File: config.mk
export PLATFORM = sky130hd
export DESIGN_NAME = neuron_product_stage_flat
export DESIGN_NICKNAME = d
export VERILOG_FILES = /design/src/rtl/neuron_product_stage_pkg.sv /design/src/rtl/neuron_product_stage_if.sv /design/src/rtl/neuron_product_stage_q_mul_sat.sv /design/src/rtl/neuron_product_stage.sv /design/src/flat_wrapper.sv
export SDC_FILE = /design/constraint.sdc
export NUM_CORES = 1
export LEC_CHECK = 0
export ABC_AREA = 1
export ABC_CLOCK_PERIOD_IN_PS = 6800
export BUFFER_PORTS_ARGS = -buffer_cell sky130_fd_sc_hd__buf_2
export CORE_ASPECT_RATIO = 0.5
export CORE_MARGIN = 2
export CORE_UTILIZATION = 54
export CTS_CLUSTER_DIAMETER = 80
export DETAILED_ROUTE_END_ITERATION = 7
export PLACE_DENSITY = 0.86
export SLEW_MARGIN = 20
export SYNTH_ARGS = -nofsm -noshare
export SYNTH_HDL_FRONTEND = slang
export SYNTH_SLANG_ARGS = --single-unit
File: constraint.sdc
create_clock -name clk -period 6.8 [get_ports clk]
set_clock_uncertainty 0.2 [all_clocks]
set_input_delay 0.68 -clock clk [delete_from_list [all_inputs] [get_ports clk]]
set_output_delay 0.68 -clock clk [all_outputs]
set_load 0.03 [all_outputs]
File: src/rtl/neuron_product_stage_pkg.sv
// neuron_product_stage_pkg: shared widths, Q4.4 shift default, saturation limits and FSM states.
package neuron_product_stage_pkg;
   localparam int DATA_W = 8;
   localparam int VEC_LEN = 8;
   localparam int IDX_W = $clog2(VEC_LEN);
   localparam int SHIFT_DEF = 4;
   localparam logic signed [DATA_W-1:0] SAT_MAX = 8'h7f;
   localparam logic signed [DATA_W-1:0] SAT_MIN = 8'h80;
   typedef enum logic {COLLECT, HOLD} state_t;
endpackage

File: src/rtl/neuron_product_stage_if.sv
// neuron_product_stage_if: weight/bias writes, element stream in, product vector out.
interface neuron_product_stage_if;
   import neuron_product_stage_pkg::*;
   logic w_we;
   logic [IDX_W-1:0] w_addr;
   logic signed [DATA_W-1:0] w_data;
   logic bias_we;
   logic signed [DATA_W-1:0] bias_data;
   logic in_valid;
   logic in_ready;
   logic signed [DATA_W-1:0] in_data;
   logic out_valid;
   logic out_ready;
   logic signed [DATA_W-1:0] prod0, prod1, prod2, prod3, prod4, prod5, prod6, prod7;
   logic signed [DATA_W-1:0] bias_out;
   modport master (
      output w_we, w_addr, w_data, bias_we, bias_data, in_valid, in_data, out_ready,
      input in_ready, out_valid, prod0, prod1, prod2, prod3, prod4, prod5, prod6, prod7, bias_out
   );
   modport slave (
      input w_we, w_addr, w_data, bias_we, bias_data, in_valid, in_data, out_ready,
      output in_ready, out_valid, prod0, prod1, prod2, prod3, prod4, prod5, prod6, prod7, bias_out
   );
endinterface

File: src/rtl/neuron_product_stage_q_mul_sat.sv
// q_mul_sat: signed fixed-point multiply, arithmetic right shift, saturate to DATA_W bits.
module q_mul_sat
   import neuron_product_stage_pkg::*;
#(
   parameter int SHIFT = SHIFT_DEF
) (
   input  logic signed [DATA_W-1:0] a,
   input  logic signed [DATA_W-1:0] b,
   output logic signed [DATA_W-1:0] y
);
   logic signed [2*DATA_W-1:0] full, sh;
   always_comb begin
      full = a * b;
      sh = full >>> SHIFT;
      y = (sh > (2*DATA_W)'(SAT_MAX)) ? SAT_MAX :
          (sh < (2*DATA_W)'(SAT_MIN)) ? SAT_MIN : sh[DATA_W-1:0];
   end
endmodule

File: src/rtl/neuron_product_stage.sv
// neuron_product_stage: collects 8 streamed activations, multiplies each by its stored weight
// through one shared q_mul_sat, and holds the product vector plus bias snapshot until consumed.
module neuron_product_stage
   import neuron_product_stage_pkg::*;
#(
   parameter int SHIFT = SHIFT_DEF
) (
   input logic clk,
   input logic rst,
   neuron_product_stage_if.slave bus
);
   state_t state_q, state_d;
   logic [IDX_W-1:0] cnt_q, cnt_d;
   logic signed [DATA_W-1:0] w_q [VEC_LEN];
   logic signed [DATA_W-1:0] w_d [VEC_LEN];
   logic signed [DATA_W-1:0] prod_q [VEC_LEN];
   logic signed [DATA_W-1:0] prod_d [VEC_LEN];
   logic signed [DATA_W-1:0] bias_q, bias_d, bias_out_q, bias_out_d, mul_y;
   logic accept;

   // Weight is read from the registered file, so a same-cycle write cannot leak into the product.
   q_mul_sat #(.SHIFT(SHIFT)) u_mul (.a(bus.in_data), .b(w_q[cnt_q]), .y(mul_y));

   always_comb begin
      state_d = state_q;
      cnt_d = cnt_q;
      w_d = w_q;
      bias_d = bias_q;
      prod_d = prod_q;
      bias_out_d = bias_out_q;
      accept = (state_q == COLLECT) && bus.in_valid;
      if (bus.w_we) w_d[bus.w_addr] = bus.w_data;
      if (bus.bias_we) bias_d = bus.bias_data;
      if (accept) begin
         prod_d[cnt_q] = mul_y;
         cnt_d = cnt_q + 1'b1;
         if (cnt_q == IDX_W'(VEC_LEN - 1)) begin
            state_d = HOLD;
            bias_out_d = bias_q;
         end
      end
      if (state_q == HOLD && bus.out_ready) state_d = COLLECT;
   end

   always_ff @(posedge clk or posedge rst) begin
      if (rst) begin
         state_q <= COLLECT;
         cnt_q <= '0;
         w_q <= '{default: '0};
         bias_q <= '0;
         prod_q <= '{default: '0};
         bias_out_q <= '0;
      end else begin
         state_q <= state_d;
         cnt_q <= cnt_d;
         w_q <= w_d;
         bias_q <= bias_d;
         prod_q <= prod_d;
         bias_out_q <= bias_out_d;
      end
   end

   assign bus.in_ready = (state_q == COLLECT);
   assign bus.out_valid = (state_q == HOLD);
   assign bus.bias_out = bias_out_q;
   assign bus.prod0 = prod_q[0];
   assign bus.prod1 = prod_q[1];
   assign bus.prod2 = prod_q[2];
   assign bus.prod3 = prod_q[3];
   assign bus.prod4 = prod_q[4];
   assign bus.prod5 = prod_q[5];
   assign bus.prod6 = prod_q[6];
   assign bus.prod7 = prod_q[7];
endmodule

File: src/flat_wrapper.sv
// flat-port wrapper written by rule: the top's interface ports become plain ports
module neuron_product_stage_flat import neuron_product_stage_pkg::*;
#(
   parameter int SHIFT = SHIFT_DEF
)
  (clk, rst, bus_w_we, bus_w_addr, bus_w_data, bus_bias_we, bus_bias_data, bus_in_valid, bus_in_data, bus_out_ready, bus_in_ready, bus_out_valid, bus_prod0, bus_prod1, bus_prod2, bus_prod3, bus_prod4, bus_prod5, bus_prod6, bus_prod7, bus_bias_out);
  neuron_product_stage_if bus_i ();
  input logic clk;
  input logic rst;
  input wire logic [$bits(bus_i.w_we)-1:0] bus_w_we;
  input wire logic [$bits(bus_i.w_addr)-1:0] bus_w_addr;
  input wire logic [$bits(bus_i.w_data)-1:0] bus_w_data;
  input wire logic [$bits(bus_i.bias_we)-1:0] bus_bias_we;
  input wire logic [$bits(bus_i.bias_data)-1:0] bus_bias_data;
  input wire logic [$bits(bus_i.in_valid)-1:0] bus_in_valid;
  input wire logic [$bits(bus_i.in_data)-1:0] bus_in_data;
  input wire logic [$bits(bus_i.out_ready)-1:0] bus_out_ready;
  output wire logic [$bits(bus_i.in_ready)-1:0] bus_in_ready;
  output wire logic [$bits(bus_i.out_valid)-1:0] bus_out_valid;
  output wire logic [$bits(bus_i.prod0)-1:0] bus_prod0;
  output wire logic [$bits(bus_i.prod1)-1:0] bus_prod1;
  output wire logic [$bits(bus_i.prod2)-1:0] bus_prod2;
  output wire logic [$bits(bus_i.prod3)-1:0] bus_prod3;
  output wire logic [$bits(bus_i.prod4)-1:0] bus_prod4;
  output wire logic [$bits(bus_i.prod5)-1:0] bus_prod5;
  output wire logic [$bits(bus_i.prod6)-1:0] bus_prod6;
  output wire logic [$bits(bus_i.prod7)-1:0] bus_prod7;
  output wire logic [$bits(bus_i.bias_out)-1:0] bus_bias_out;
  assign bus_i.w_we = bus_w_we;
  assign bus_i.w_addr = bus_w_addr;
  assign bus_i.w_data = bus_w_data;
  assign bus_i.bias_we = bus_bias_we;
  assign bus_i.bias_data = bus_bias_data;
  assign bus_i.in_valid = bus_in_valid;
  assign bus_i.in_data = bus_in_data;
  assign bus_i.out_ready = bus_out_ready;
  assign bus_in_ready = bus_i.in_ready;
  assign bus_out_valid = bus_i.out_valid;
  assign bus_prod0 = bus_i.prod0;
  assign bus_prod1 = bus_i.prod1;
  assign bus_prod2 = bus_i.prod2;
  assign bus_prod3 = bus_i.prod3;
  assign bus_prod4 = bus_i.prod4;
  assign bus_prod5 = bus_i.prod5;
  assign bus_prod6 = bus_i.prod6;
  assign bus_prod7 = bus_i.prod7;
  assign bus_bias_out = bus_i.bias_out;
  neuron_product_stage #(.SHIFT(SHIFT)) u_core (.clk(clk), .rst(rst), .bus(bus_i));
endmodule
==> metrics.txt <==
synthesized area about 0.0089 mm^2; top-area cell type share of the netlist area between 40% and 50%; TritonCTS clock tree yes; H-tree lvl count 4; vias per inst 5.463; cts hold-fix bufs 0; GP Congestion 0.9149; clock latency on the worst-skew pair 430 ps; Post-Synth Simple-Gate Area 24.74%; synthesis-stage register bit count 148; Commonest cells post-synth 338 x nand2_1, 152 x inv_1, 148 x dfrtp_1; R2R setup slack ~370 ps; post-route cell area 0.01027 mm^2; Synth Area in XOR/XNOR less than 1%; Worst Setup End Kind flop; complex-gate fraction of the synthesized area under 10%; WL final 23280 um; top cells by area, synth dfrtp_1 42%, nand2_1 14%, fa_1 12%; CTS max path bufs 2; core area around 0.016 mm^2; # IOs 107; RR Startpoint u_core.cnt_q[0]; Antenna Nets Post-Route 0; post-synth cell types 31; Synth Net Count 1203; Slew HR 44.88%; number of buffers created by CTS 17; Initial DRC Count 896; CP Capture Point u_core.bus.prod6[4]; hold crit path type input pin to async pin; placed cell area between 0.009 and 0.01 mm^2; die area 0.01750 mm^2; CP Launch Type flop; fmax 155.5 MHz; number of clock sinks 148; YS warnings 0; Tmin final 6431 ps; DR DRC count 0; worst path arrival time 6590 ps; Root Driver clkbuf_16; most common cell in the netlist nand2_1; post-synthesis sequential area ratio 41.81%; Met1 Wirelength approximately 9400 um; Setup violations, final 0; Synth area leader dfrtp_1; all-layer global routing usage 27.34%; ratio of cells with drive above 1 in the final layout about 16%; Critical Path RT 6960 ps; main combinational cell family by area after synthesis simple AND/OR/NAND/NOR gates; initial antenna violation count 0; post-synthesis async set-or-reset flop share 100.0%; final period utilization 94.57%; area share of fa/ha/maj cells after synthesis 16.44%; critical path type flop to flop; register clock-pin slew on the reported worst setup and hold paths about 70 ps; ANT cells 0; EDFF count, synth 0; metal3 WL between 1500 and 2000 um; reg2reg end u_core.bus.prod6[4]; post-DP HPWL between 15000 and 20000 um; crit-path max FO 16; routed len/inst 16.16 um; Fin. Hold Viols 0; ys flop type dfrtp_1; multiplexer share of the synthesized area 0%; via count 7872; Starting Density 54.58%; GRT Residual Overflow 0; vias in the first global route 7832; Synth-to-Final Area Change 15.99%; die height 94.56 um; Avg Inst Size Synth 8.156 um^2; Worst Max-Slew Pin Slew 826.7 ps; fin. max-slew vios 0; # port buffers 106; # rows 33; largest net degree at the start of global routing 94; highest metal used met4; post-synthesis cell count 1086; first-pass iteration count of the detailed router 6; Max Cap Viol 0; status finished, final reports clean; path depth of the worst reg2reg path 26; Layout Nets approximately 1.3k; Die Width 185.1 um; first-pass GRT wire length 37360 um; met2 wire length 11070 um; Critical path origin u_core.cnt_q[0]
worst min path at each step:
stage,start,slack [ps],cells after the start,endpoint
2_1_floorplan,u_core.w_q[17],250,2,u_core.w_q[17]
4_1_cts,rst,110,2,u_core.bus.bias_out[1]
3_5_place_dp,u_core.bus.prod0[2],260,2,u_core.bus.prod0[2]
3_3_place_gp,u_core.bus.prod2[1],260,2,u_core.bus.prod2[1]
5_1_grt,rst,140,2,u_core.bus.bias_out[0]
6_report,rst,80,2,u_core.bus.bias_out[1]
cell usage in the layout, fill, tap and decap left out, drive strengths merged:
cell / instances
ha: 30
a21oi: 12
nor3: 1
inv: 174
nor2: 118
clkbuf: 18
nand3b: 1
buf: 113
xor2: 2
o21ai: 111
o21bai: 2
xnor2: 6
bufinv: 2
nand4: 11
clkinvlp: 2
o2111ai: 1
fa: 54
o211ai: 6
nor4: 1
a21o: 1
clkinv: 6
nand2: 356
nand3: 37
dfrtp: 148
a22o: 1
kinds of logic after synthesis:
logic type / Yosys count
AO/OA/AOI/OAI: 134
adder cells (fa/ha/maj): 84
XOR/XNOR: 8
flip-flops: 148
buffers and inverters: 188
AND/OR/NAND/NOR: 524
state kept, by name (all words and copies together), names as in the netlist:
name / count
u_core.bus.prod5: 8
u_core.bus.prod4: 8
u_core.bus.prod0: 8
u_core.bias_q: 8
u_core.bus.prod7: 8
u_core.bus.bias_out: 8
u_core.bus.out_valid: 1
u_core.cnt_q: 3
u_core.bus.prod3: 8
u_core.w_q: 64
u_core.bus.prod6: 8
u_core.bus.prod1: 8
u_core.bus.prod2: 8
area by class of cell:
| cell class | count | area (um^2) |
|---|---|---|
| fillers | 1206 | 5953 |
| multi-input cells | 751 | 4433 |
| flip-flops and latches | 148 | 3705 |
| inverters | 170 | 646.9 |
| repair buffers | 113 | 586.8 |
| clock buffers | 18 | 429.2 |
| well taps | 227 | 284.0 |
| clock inverters | 14 | 188.9 |
through the flow:
stage / utilization, % / TNS (ps) / instances / setup WS, ps / hold slack (ps)
finish: 63.31 / 0 / 1441 / 369.0 / 79.56
global route: 63.31 / -7.406 / 1441 / -6.410 / 136.3
CTS: 63.03 / 0 / 1437 / 222.7 / 106.6
detailed placement: 59.22 / 0 / 1405 / 261.1 / 259.9
global placement: 59.22 / 0 / 1405 / 486.9 / 258.0
floorplan: - / 0 / 1086 / 1202 / 247.8
metal layers:
metal / up-vias / GRT usage [%]
met2: 444 / 45.41
met3: 106 / 5.129
met4: 0 / 13.69
met5: - / 0
li1: 3584 / -
met1: 3738 / 34.93
worst max-delay path, stage by stage, from the launching register on:
cell and delay, ps:
dfrtp_2 440, inv_1 150, buf_4 230, o21ai_0 230, nand4_1 250, inv_1 220
nor2_1 120, fa_1 650, inv_1 160, fa_1 570, inv_1 60, fa_1 530
inv_1 60, fa_1 550, inv_1 50, ha_1 350, nand2_1 140, inv_1 50
a21oi_1 260, nand4_1 140, nand2_1 80, nand3_1 200, nand2_4 230, nand2_1 130
nand2_4 140, nand2_1 80, nand2_1 90
what timing repair did:
| item | in CTS | in global routing |
|---|---|---|
| buffers inserted | 0 | 3 |
| setup endpoints to repair | 0 | 56 |
| gates resized for setup | 0 | 5 |
Power is not shown: default switching activity piles up to over one toggle a cycle in this logic, so the estimate is an artifact.
